**config.mk**
```make
export PLATFORM = sky130hd
export DESIGN_NAME = dcache_wt_flat
export DESIGN_NICKNAME = d
export VERILOG_FILES = /design/src/rtl/dcache_wt_pkg.sv /design/src/rtl/dcache_wt_if.sv /design/src/rtl/dcache_array.sv /design/src/rtl/dcache_wt.sv /design/src/flat_wrapper.sv
export SDC_FILE = /design/constraint.sdc
export NUM_CORES = 2
export LEC_CHECK = 0
export BUFFER_PORTS_ARGS = -buffer_cell sky130_fd_sc_hd__buf_2
export CAP_MARGIN = 0
export CORE_ASPECT_RATIO = 2
export CORE_MARGIN = 2
export CORE_UTILIZATION = 50
export DETAILED_ROUTE_END_ITERATION = 7
export GPL_ROUTABILITY_DRIVEN = 0
export PLACE_DENSITY_LB_ADDON = 0.2
export SYNTH_ARGS = -nofsm -noshare
export SYNTH_HDL_FRONTEND = slang
export SYNTH_SLANG_ARGS = --single-unit
```
**constraint.sdc**
```tcl
create_clock -name clk -period 5.5 [get_ports clk]
set_input_delay 0.55 -clock clk [delete_from_list [all_inputs] [get_ports clk]]
set_output_delay 0.55 -clock clk [all_outputs]
set_load 0.1 [all_outputs]
```
**src/rtl/dcache_wt_pkg.sv**
```systemverilog
// Shared types and helpers for the write-through data cache.
// Optional statistics counters are enabled with the DCACHE_STATS_EN macro.
package dcache_wt_pkg;

  typedef enum logic [1:0] {
    ST_IDLE   = 2'd0,
    ST_REFILL = 2'd1,
    ST_WRITE  = 2'd2
  } state_e;

  localparam logic MEM_WORD = 1'b1;
  localparam logic MEM_BYTE = 1'b0;

  localparam int LINE_BYTES = 16;

  // Byte lanes touched by an access: all four for a word, one-hot for a byte.
  function automatic logic [3:0] byte_en(input logic size, input logic [1:0] lo);
    if (size == MEM_WORD) return 4'b1111;
    return 4'b0001 << lo;
  endfunction

endpackage

```
**src/rtl/dcache_wt_if.sv**
```systemverilog
// Memory-side bus of the data cache: line refill and write-through handshakes.
interface dcache_wt_if #(
  parameter int ADDR_W = 32
);

  logic [ADDR_W-1:0] mem_addr;
  logic              mem_read_start;
  logic              mem_read_rdy;
  logic [127:0]      mem_rdata;
  logic              mem_write_start;
  logic              mem_write_done;
  logic [31:0]       mem_wdata;
  logic [3:0]        mem_wbe;

  modport master (
    output mem_addr, mem_read_start, mem_write_start, mem_wdata, mem_wbe,
    input  mem_read_rdy, mem_rdata, mem_write_done
  );

  modport slave (
    input  mem_addr, mem_read_start, mem_write_start, mem_wdata, mem_wbe,
    output mem_read_rdy, mem_rdata, mem_write_done
  );

endinterface

```
**src/rtl/dcache_array.sv**
```systemverilog
// Direct-mapped tag/valid/data storage: one combinational read port,
// one full-line write port (refill) and one byte-masked word write port (store hit).
module dcache_array #(
  parameter  int LINES = 16,
  parameter  int TAG_W = 24,
  localparam int IDX_W = $clog2(LINES)
) (
  input  logic                  clk,
  input  logic                  reset,
  input  logic [IDX_W-1:0]      rd_idx,
  output logic                  rd_valid,
  output logic [TAG_W-1:0]      rd_tag,
  output logic [3:0][31:0]      rd_line,
  input  logic                  line_we,
  input  logic [IDX_W-1:0]      line_idx,
  input  logic [TAG_W-1:0]      line_tag,
  input  logic [127:0]          line_data,
  input  logic                  word_we,
  input  logic [IDX_W-1:0]      word_idx,
  input  logic [1:0]            word_sel,
  input  logic [31:0]           word_data,
  input  logic [3:0]            word_be
);

  logic [LINES-1:0]      valid_q;
  logic [TAG_W-1:0]      tag_q  [LINES];
  logic [3:0][3:0][7:0]  data_q [LINES];

  always_ff @(posedge clk or posedge reset) begin
    if (reset)        valid_q <= '0;
    else if (line_we) valid_q[line_idx] <= 1'b1;
  end

  // NOTE: tag and data arrays carry no reset; the valid bits alone decide
  // whether their contents mean anything, so clearing them buys nothing.
  always_ff @(posedge clk) begin
    if (line_we) begin
      tag_q[line_idx]  <= line_tag;
      data_q[line_idx] <= line_data;
    end
    if (word_we) begin
      for (int b = 0; b < 4; b++) begin
        if (word_be[b]) data_q[word_idx][word_sel][b] <= word_data[8*b +: 8];
      end
    end
  end

  assign rd_valid = valid_q[rd_idx];
  assign rd_tag   = tag_q[rd_idx];
  assign rd_line  = data_q[rd_idx];

endmodule

```
**src/rtl/dcache_wt.sv**
```systemverilog
// Direct-mapped, write-through, no-write-allocate data cache for a memory stage.
// Define DCACHE_STATS_EN to add the stat_hits / stat_misses counters.
module dcache_wt
  import dcache_wt_pkg::*;
#(
  parameter int LINES  = 16,
  parameter int ADDR_W = 32
) (
  input  logic              clk,
  input  logic              reset,
  input  logic              req_valid,
  input  logic              req_we,
  input  logic              req_size,
  input  logic [ADDR_W-1:0] req_addr,
  input  logic [31:0]       req_wdata,
  output logic [31:0]       rdata,
  output logic              stall,
  dcache_wt_if.master       mem
`ifdef DCACHE_STATS_EN
  ,
  output logic [31:0]       stat_hits,
  output logic [31:0]       stat_misses
`endif
);

  localparam int OFF_W = $clog2(LINE_BYTES);
  localparam int IDX_W = $clog2(LINES);
  localparam int TAG_W = ADDR_W - OFF_W - IDX_W;

  state_e state_q, state_d;

  logic [ADDR_W-1:2] txn_addr_q;
  logic [31:0]       txn_wdata_q;
  logic [3:0]        txn_wbe_q;

  logic [IDX_W-1:0]  req_idx;
  logic [TAG_W-1:0]  req_tag;
  logic [1:0]        req_word;
  logic [31:0]       store_data;
  logic [3:0]        store_be;
  logic              rd_valid;
  logic [TAG_W-1:0]  rd_tag;
  logic [3:0][31:0]  rd_line;
  logic              hit;
  logic              start_txn;

  assign req_idx    = req_addr[OFF_W +: IDX_W];
  assign req_tag    = req_addr[ADDR_W-1 -: TAG_W];
  assign req_word   = req_addr[3:2];
  assign store_data = (req_size == MEM_WORD) ? req_wdata : {4{req_wdata[7:0]}};
  assign store_be   = byte_en(req_size, req_addr[1:0]);
  assign hit        = rd_valid && (rd_tag == req_tag);
  assign start_txn  = (state_q == ST_IDLE) && req_valid && (req_we || !hit);

  dcache_array #(
    .LINES (LINES),
    .TAG_W (TAG_W)
  ) u_array (
    .clk       (clk),
    .reset     (reset),
    .rd_idx    (req_idx),
    .rd_valid  (rd_valid),
    .rd_tag    (rd_tag),
    .rd_line   (rd_line),
    .line_we   ((state_q == ST_REFILL) && mem.mem_read_rdy),
    .line_idx  (txn_addr_q[OFF_W +: IDX_W]),
    .line_tag  (txn_addr_q[ADDR_W-1 -: TAG_W]),
    .line_data (mem.mem_rdata),
    .word_we   ((state_q == ST_IDLE) && req_valid && req_we && hit),
    .word_idx  (req_idx),
    .word_sel  (req_word),
    .word_data (store_data),
    .word_be   (store_be)
  );

  // NOTE: every register here updates with <= so all flops sample the
  // pre-edge values together, independent of block evaluation order.
  always_ff @(posedge clk or posedge reset) begin
    if (reset) state_q <= ST_IDLE;
    else       state_q <= state_d;
  end

  // The transaction is latched so the bus stays stable while the stage stalls.
  always_ff @(posedge clk or posedge reset) begin
    if (reset) begin
      txn_addr_q  <= '0;
      txn_wdata_q <= '0;
      txn_wbe_q   <= '0;
    end else if (start_txn) begin
      txn_addr_q  <= req_addr[ADDR_W-1:2];
      txn_wdata_q <= store_data;
      txn_wbe_q   <= store_be;
    end
  end

  always_comb begin
    state_d = state_q;
    unique case (state_q)
      ST_IDLE: begin
        if (req_valid && req_we)    state_d = ST_WRITE;
        else if (req_valid && !hit) state_d = ST_REFILL;
      end
      ST_REFILL: if (mem.mem_read_rdy)   state_d = ST_IDLE;
      ST_WRITE:  if (mem.mem_write_done) state_d = ST_IDLE;
      default:                           state_d = ST_IDLE;
    endcase
  end

  // NOTE: every output gets a default before the case, so no path through
  // this block leaves a value held over and no latch is inferred.
  always_comb begin
    rdata               = '0;
    stall               = 1'b0;
    mem.mem_addr        = '0;
    mem.mem_read_start  = 1'b0;
    mem.mem_write_start = 1'b0;
    mem.mem_wdata       = '0;
    mem.mem_wbe         = '0;
    if (!reset) begin
      rdata = rd_line[req_word];
      unique case (state_q)
        ST_IDLE: stall = req_valid && (req_we || !hit);
        ST_REFILL: begin
          stall              = 1'b1;
          mem.mem_read_start = 1'b1;
          mem.mem_addr       = {txn_addr_q[ADDR_W-1:OFF_W], {OFF_W{1'b0}}};
        end
        ST_WRITE: begin
          stall               = !mem.mem_write_done;
          mem.mem_write_start = 1'b1;
          mem.mem_addr        = {txn_addr_q, 2'b00};
          mem.mem_wdata       = txn_wdata_q;
          mem.mem_wbe         = txn_wbe_q;
        end
        default: ;
      endcase
    end
  end

`ifdef DCACHE_STATS_EN
  // The load replayed right after a refill is the tail of a miss, not a new hit.
  logic replay_q;

  always_ff @(posedge clk or posedge reset) begin
    if (reset) begin
      stat_hits   <= '0;
      stat_misses <= '0;
      replay_q    <= 1'b0;
    end else begin
      if ((state_q == ST_IDLE) && req_valid && !req_we && hit && !replay_q)
        stat_hits <= stat_hits + 32'd1;
      if ((state_q == ST_IDLE) && (state_d == ST_REFILL))
        stat_misses <= stat_misses + 32'd1;
      replay_q <= (state_q == ST_REFILL) && mem.mem_read_rdy;
    end
  end
`endif

endmodule

```
**src/flat_wrapper.sv**
```systemverilog
// flat-port wrapper written by rule: the top's interface ports become plain ports
module dcache_wt_flat import dcache_wt_pkg::*;
#(
  parameter int LINES  = 16,
  parameter int ADDR_W = 32
)
  (clk, reset, req_valid, req_we, req_size, req_addr, req_wdata, rdata, stall, mem_mem_addr, mem_mem_read_start, mem_mem_write_start, mem_mem_wdata, mem_mem_wbe, mem_mem_read_rdy, mem_mem_rdata, mem_mem_write_done);
  dcache_wt_if #(.ADDR_W(ADDR_W)) mem_i ();
  input  logic clk;
  input  logic reset;
  input  logic req_valid;
  input  logic req_we;
  input  logic req_size;
  input  logic [ADDR_W-1:0] req_addr;
  input  logic [31:0] req_wdata;
  output logic [31:0] rdata;
  output logic stall;
  output wire logic [$bits(mem_i.mem_addr)-1:0] mem_mem_addr;
  output wire logic [$bits(mem_i.mem_read_start)-1:0] mem_mem_read_start;
  output wire logic [$bits(mem_i.mem_write_start)-1:0] mem_mem_write_start;
  output wire logic [$bits(mem_i.mem_wdata)-1:0] mem_mem_wdata;
  output wire logic [$bits(mem_i.mem_wbe)-1:0] mem_mem_wbe;
  input wire logic [$bits(mem_i.mem_read_rdy)-1:0] mem_mem_read_rdy;
  input wire logic [$bits(mem_i.mem_rdata)-1:0] mem_mem_rdata;
  input wire logic [$bits(mem_i.mem_write_done)-1:0] mem_mem_write_done;
  assign mem_mem_addr = mem_i.mem_addr;
  assign mem_mem_read_start = mem_i.mem_read_start;
  assign mem_mem_write_start = mem_i.mem_write_start;
  assign mem_mem_wdata = mem_i.mem_wdata;
  assign mem_mem_wbe = mem_i.mem_wbe;
  assign mem_i.mem_read_rdy = mem_mem_read_rdy;
  assign mem_i.mem_rdata = mem_mem_rdata;
  assign mem_i.mem_write_done = mem_mem_write_done;
  dcache_wt #(.LINES(LINES), .ADDR_W(ADDR_W)) u_core (.clk(clk), .reset(reset), .req_valid(req_valid), .req_we(req_we), .req_size(req_size), .req_addr(req_addr), .req_wdata(req_wdata), .rdata(rdata), .stall(stall), .mem(mem_i));
endmodule
```
### Word-level counts from Yosys, hierarchy flattened

Memories as Yosys holds them, arrays and structs flattened.
Cells that the tools add are included.
W data, S select, Z words.

* bitwise logic cells: 385
* equal/unequal tests: 6
* shifts and indexed selects: 1
* mux-type cells: 437
* $lt $le $gt $ge: 5
* reduce and logical (&&, ||, !) cells: 17

Operator list (number)
* $mux W128: 6
* $mux W1: 402
* $or A1 B1 Y1: 384
* $demux W32 S2: 4
* $mux W32: 7
* $reduce_or A128 Y1: 1
* $bmux W32 S2: 1
* $pmux W32 S2: 1
* $eq A24 B24 Y1: 1
* $mux W24: 1
* $mux W4: 5
* $mux W16: 1
* $or A16 B16 Y16: 1
* $logic_and A1 B1 Y1: 11
* $lt A4 B5 Y1 const B: 2
* $mux W2: 4
* $mux W8: 1
* $pmux W2 S3: 1
* $bmux W1 S4: 1
* $demux W1 S4: 1
* $ge A4 B1 Y1 const B: 1
* $ne A2 B2 Y1 const B: 2
* $shl A1 B2 Y4 const A: 1
* $lt A2 B3 Y1 const B: 1
* 9 further kinds: 10

* word-level logic and storage cells: 858
* memory bits (writable): 2432
* memories: 2
* bits of input ports: 199
* output and inout bits: 103
* register bits: 84

Memories
* u_core.u_array.data_q: words 16, width 128, rd ports 1, clocked after Yosys merged registers in 0, wr ports 1, line dcache_array.sv:27 `logic [3:0][3:0][7:0] data_q [LINES];`
* u_core.u_array.tag_q: words 16, width 24, rd ports 1, clocked after Yosys merged registers in 0, wr ports 1, line dcache_array.sv:26 `logic [TAG_W-1:0] tag_q [LINES];`

### Longest topological paths before layout

* word-level depth: 11
* gate-level depth with buffers: 15
* depth with buffers taken out: 8

### By module

From an unflattened synthesis, not the netlist that was laid out.

* cells, all modules: 7498
* area, all modules: 124200.4 µm²

Modules (own cells, without submodules)
* dcache_array: area an instance 119407.0 µm², times used 1, sequential area each 73430.4 µm², cells an instance 7072
* dcache_wt: area an instance 4793.3 µm², times used 1, sequential area each 1701.6 µm², cells an instance 426

### Least setup slack after synthesis

OpenSTA, ideal clock, no wires.

* kind: input -> output
* start: input port reset
* end: output port rdata[22]
* data required time: 4.950 ns
* arrival time: 4.235 ns
* path buffers: 1
* stages: 3
* path slack: 0.715 ns
* cells stage by stage: inv_1 clkbuf_1 and2_1

* longest elaborated chain between the ends: 1

RTL lines
* start: declaration: line flat_wrapper.sv:10 `input logic reset;`
* $mux W32: line dcache_wt.sv:119 `if (!reset) begin`
* end: declaration: line flat_wrapper.sv:16 `output logic [31:0] rdata;`

No other way between the ends.

### Worst setup path in the final report

* start: input port req_addr[4]
* end: output port stall

* longest elaborated chain between the ends: 8

RTL lines
* start: declaration: line flat_wrapper.sv:14 `input logic [ADDR_W-1:0] req_addr;`
* $mem_v2 Z16 W24 / $bmux W1 S4 (equally long branches)
* $eq A24 B24 Y1 / $mux W1 (equally long branches): line dcache_wt.sv:52, dcache_array.sv:48
* $logic_and A1 B1 Y1 (*): line dcache_wt.sv:52 `assign hit = rd_valid && (rd_tag == req_tag);`
* $logic_not A1 Y1 (*): line dcache_wt.sv:122 `ST_IDLE: stall = req_valid && (req_we || !hit);`
* $logic_or A1 B1 Y1 (*): line dcache_wt.sv:122
* $logic_and A1 B1 Y1 (*): line dcache_wt.sv:122
* $pmux W1 S3 (*): line dcache_wt.sv:121 `unique case (state_q)`
* $mux W1 (*): line dcache_wt.sv:119
* end: declaration: line flat_wrapper.sv:17 `output logic stall;`

Mark *: on every way between the ends. The rest lies on a longest branch, timed or not. The select of a mux whose other input is x is not followed.

==> impl_metrics.tcl <==
set metrics [dict create \
    outcome "completed" \
    syn-instance-count 4973 \
    nFillCells 15140 \
    maxCapViolCount 0 \
    clk_path_buf_depth 4 \
    numCtsBuffers 217 \
    critPathMaxFanout 49 \
    final_layout_size_suffix_gt1_frac 0.3360 \
    synth.largest_area_cell "edfxtp_1" \
    cpMaxStageDelayCell "or4b_4" \
    grt-ovfl-total 0 \
    cp.required_ns 4.95 \
    die-area_um2 210200 \
    crit_arrival_ns 4.49 \
    tns_ns 0 \
    num_rows 235 \
    ys_top_cells_by_count "edfxtp_1 (2,432), mux4_2 (745), mux2i_1 (448), nand2_1 (295), clkbuf_1 (180)" \
    ys_seq_area_frac 0.7284 \
    tritoncts "yes" \
    drtPass1Iterations 6 \
    slowest_delay_ns 0.57 \
    synthMostInstantiatedCell "edfxtp_1" \
    path_clk_slew_ns 0.06 \
    synth-edff-count 2432 \
    dp_cells 8205 \
    netlist_area_um2 103200 \
    clock_sinks 2516 \
    syn_to_final_growth_pct 14.81 \
    die_h_um 646.3 \
    htreeDepth 4 \
    clk-insertion-delay-late_ns 0.88 \
    yosys_warnings 0 \
    grt_first_pass_wirelength_um 410800 \
    initial_core_util 0.5033 \
    portBuffers 299 \
    skew_ns 0.05444 \
    die_w_um 325.2 \
    p_leak_nw 38.97 \
    crit_type "input port to output port" \
    ant_nets 0 \
    peakVddDrop_v 0.0004632 \
    post_cts_buffers 0 \
    synth_top_area_frac 0.7080 \
    drc_errors 0 \
    grt_max_degree 152 \
    grt_pass1_vias 54820 \
    dpl.hpwl_um 207900 \
    fin_crit_sh 0.9164 \
    wl_um 294100 \
    start_kind "input port" \
    cts.repair.resized 0 \
    wire_per_inst_um 34.08 \
    drtIter0Drc 5831 \
    cts-root-buf "clkbuf_16" \
    worst_path_most_repeated_cell "buf_4" \
    path_cells "buf_8 -> buf_4 -> mux4_2 -> a221oi_1 -> buf_4 -> or2_2 -> o2111ai_1 -> or4b_4 -> o41a_2 -> o31a_1 -> buf_2" \
    worst_setup_path_end_kind "output port" \
    finalHoldViolCount 0 \
    num_io_pins 302 \
    yosys_register_bits 2516 \
    hold_buffers 25 \
    min_path_type "input port to flip-flop" \
    rsz0062_at_grt "no" \
    syn_avg_cell_area_um2 20.74 \
    worst_pin_slew_ns 1.472 \
    antenna_found_initial 42 \
    final_nets 5927 \
    core_area_um2 204900 \
    routed_via_density 6.120 \
    fin_crit_ns 5.040 \
    instances_no_fill 8630 \
    powerDensity_nw_per_um2 364.5 \
    num_vias 52820 \
    ys.flop_type "edfxtp_1" \
    synth.top_cells.by_area "edfxtp_1 (71%), mux4_2 (16%), mux2i_1 (4.3%)" \
    ys_async_sr_fraction 0.03339 \
    synthDistinctLibCells 65 \
    relSlewSlack 0.01617 \
    grt.total_usage 0.2802 \
    slew_violations 0 \
    clock.fmax_mhz 198.4 \
    setup_violations 0 \
]
-- cell type report --
type | instances | area, um^2 | share of cell area
repair buffers | 836 | 6217 | 0.05250
clock buffers | 262 | 5713 | 0.04824
well taps | 2725 | 3410 | 0.02879
clock inverters | 125 | 1316 | 0.01111
inverters | 155 | 586.8 | 0.004955
diodes | 13 | 32.53 | 0.0002747
multi-input cells | 1998 | 26020 | 0.2197
flip-flops and latches | 2516 | 75130 | 0.6344
-- state kept, by name (all words and copies together) (netlist names) --
name	flops
u_core.u_array.data_q	2048
u_core.u_array.tag_q	384
u_core.txn_wdata_q	32
u_core.txn_addr_q	30
u_core.u_array.valid_q	16
u_core.txn_wbe_q	4
u_core.state_q	2
-- critical path: cells and delay by family --
family                 cells  cell delay, ns
AO/OA/AOI/OAI              4            1.22
buffers and inverters      4            1.38
multiplexers               1            0.54
AND/OR/NAND/NOR            2            0.70
-- power by group --
group / leakage [nW] / switching, mW / internal (mW)
registers: 22.9 / 0.716 / 22.3
clock network: 3.40 / 6.82 / 8.57
logic: 12.7 / 3.14 / 1.62
total: 39.0 / 10.7 / 32.5
-- metal layers --
| layer | part of all wire | track usage | wire length, um |
|---|---|---|---|
| met1 | 0.34 | 0.3231 | 98700 |
| met5 | 0.0010 | 0 | 299 |
| met4 | 0.052 | 0.1283 | 15170 |
| met3 | 0.079 | 0.05344 | 23270 |
| met2 | 0.53 | 0.5043 | 156700 |
-- per-stage QoR --
stage / setup WS, ns / cell area (um^2) / utilization / power, mW / hold slack, ns
5_1_grt: 0.2316 / 118400 / 0.5778 / 44.27 / 0.05625
4_1_cts: 0.4113 / 118400 / 0.5777 / 43.37 / 0.008980
6_report: 0.4597 / 118400 / 0.5779 / 43.17 / 0.06795
3_3_place_gp: 0.3182 / 111100 / 0.5422 / 28.03 / 0.4446
2_1_floorplan: 0.7152 / 103200 / - / 26.16 / 0.4287
3_5_place_dp: 0.2321 / 111100 / 0.5422 / 28.15 / 0.4472
-- cells in the final DEF, fill, tap and decap left out, types with 15 or more instances in the layout --
| master | synthesis | layout |
|---|---|---|
| buf_4 | 32 | 466 |
| edfxtp_1 | 2432 | 2432 |
| nand2b_1 | 18 | 18 |
| a22oi_1 | 16 | 16 |
| mux2_2 | 86 | 86 |
| clkbuf_16 | 0 | 220 |
| mux2i_1 | 448 | 448 |
| mux4_2 | 745 | 745 |
| xnor2_1 | 15 | 15 |
| nand2_1 | 295 | 295 |
| and2_1 | 102 | 101 |
| bufinv_16 | 0 | 25 |
| buf_2 | 50 | 294 |
| dlygate4sd3_1 | 0 | 25 |
| buf_12 | 1 | 47 |
| a21oi_1 | 43 | 38 |
| dfrtp_1 | 84 | 84 |
| nor2_1 | 80 | 79 |
| clkbuf_1 | 180 | 37 |
| clkinvlp_4 | 0 | 17 |
| inv_1 | 154 | 153 |
| clkinv_1 | 0 | 37 |
| clkinv_2 | 0 | 31 |
| nor2b_1 | 22 | 19 |
-- logic make-up after synthesis --
group,synth area share
AO/OA/AOI/OAI,0.007860
flip-flops,0.7284
multiplexers,0.2159
other,0.00003635
XOR/XNOR,0.001613
buffers and inverters,0.01998
adder cells (fa/ha/maj),0.0004852
AND/OR/NAND/NOR,0.02574
-- path summary, 6_finish.rpt --
check	start	to	slack [ns]	cells after the start
hold reg to reg	u_core.u_array.valid_q[11]	u_core.u_array.valid_q[11]	0.46	1
max in group asynchronous	reset	u_core.u_array.valid_q[8]	3.97	4
setup reg to reg	u_core.u_array.tag_q[0][22]	u_core.u_array.data_q[12][114]	1.12	9
setup / recovery	req_addr[4]	stall	0.46	11
min in group asynchronous	reset	u_core.txn_addr_q[17]	0.46	3
hold / removal	req_addr[28]	u_core.txn_addr_q[28]	0.07	2
Power figures use the tool's default switching activity.
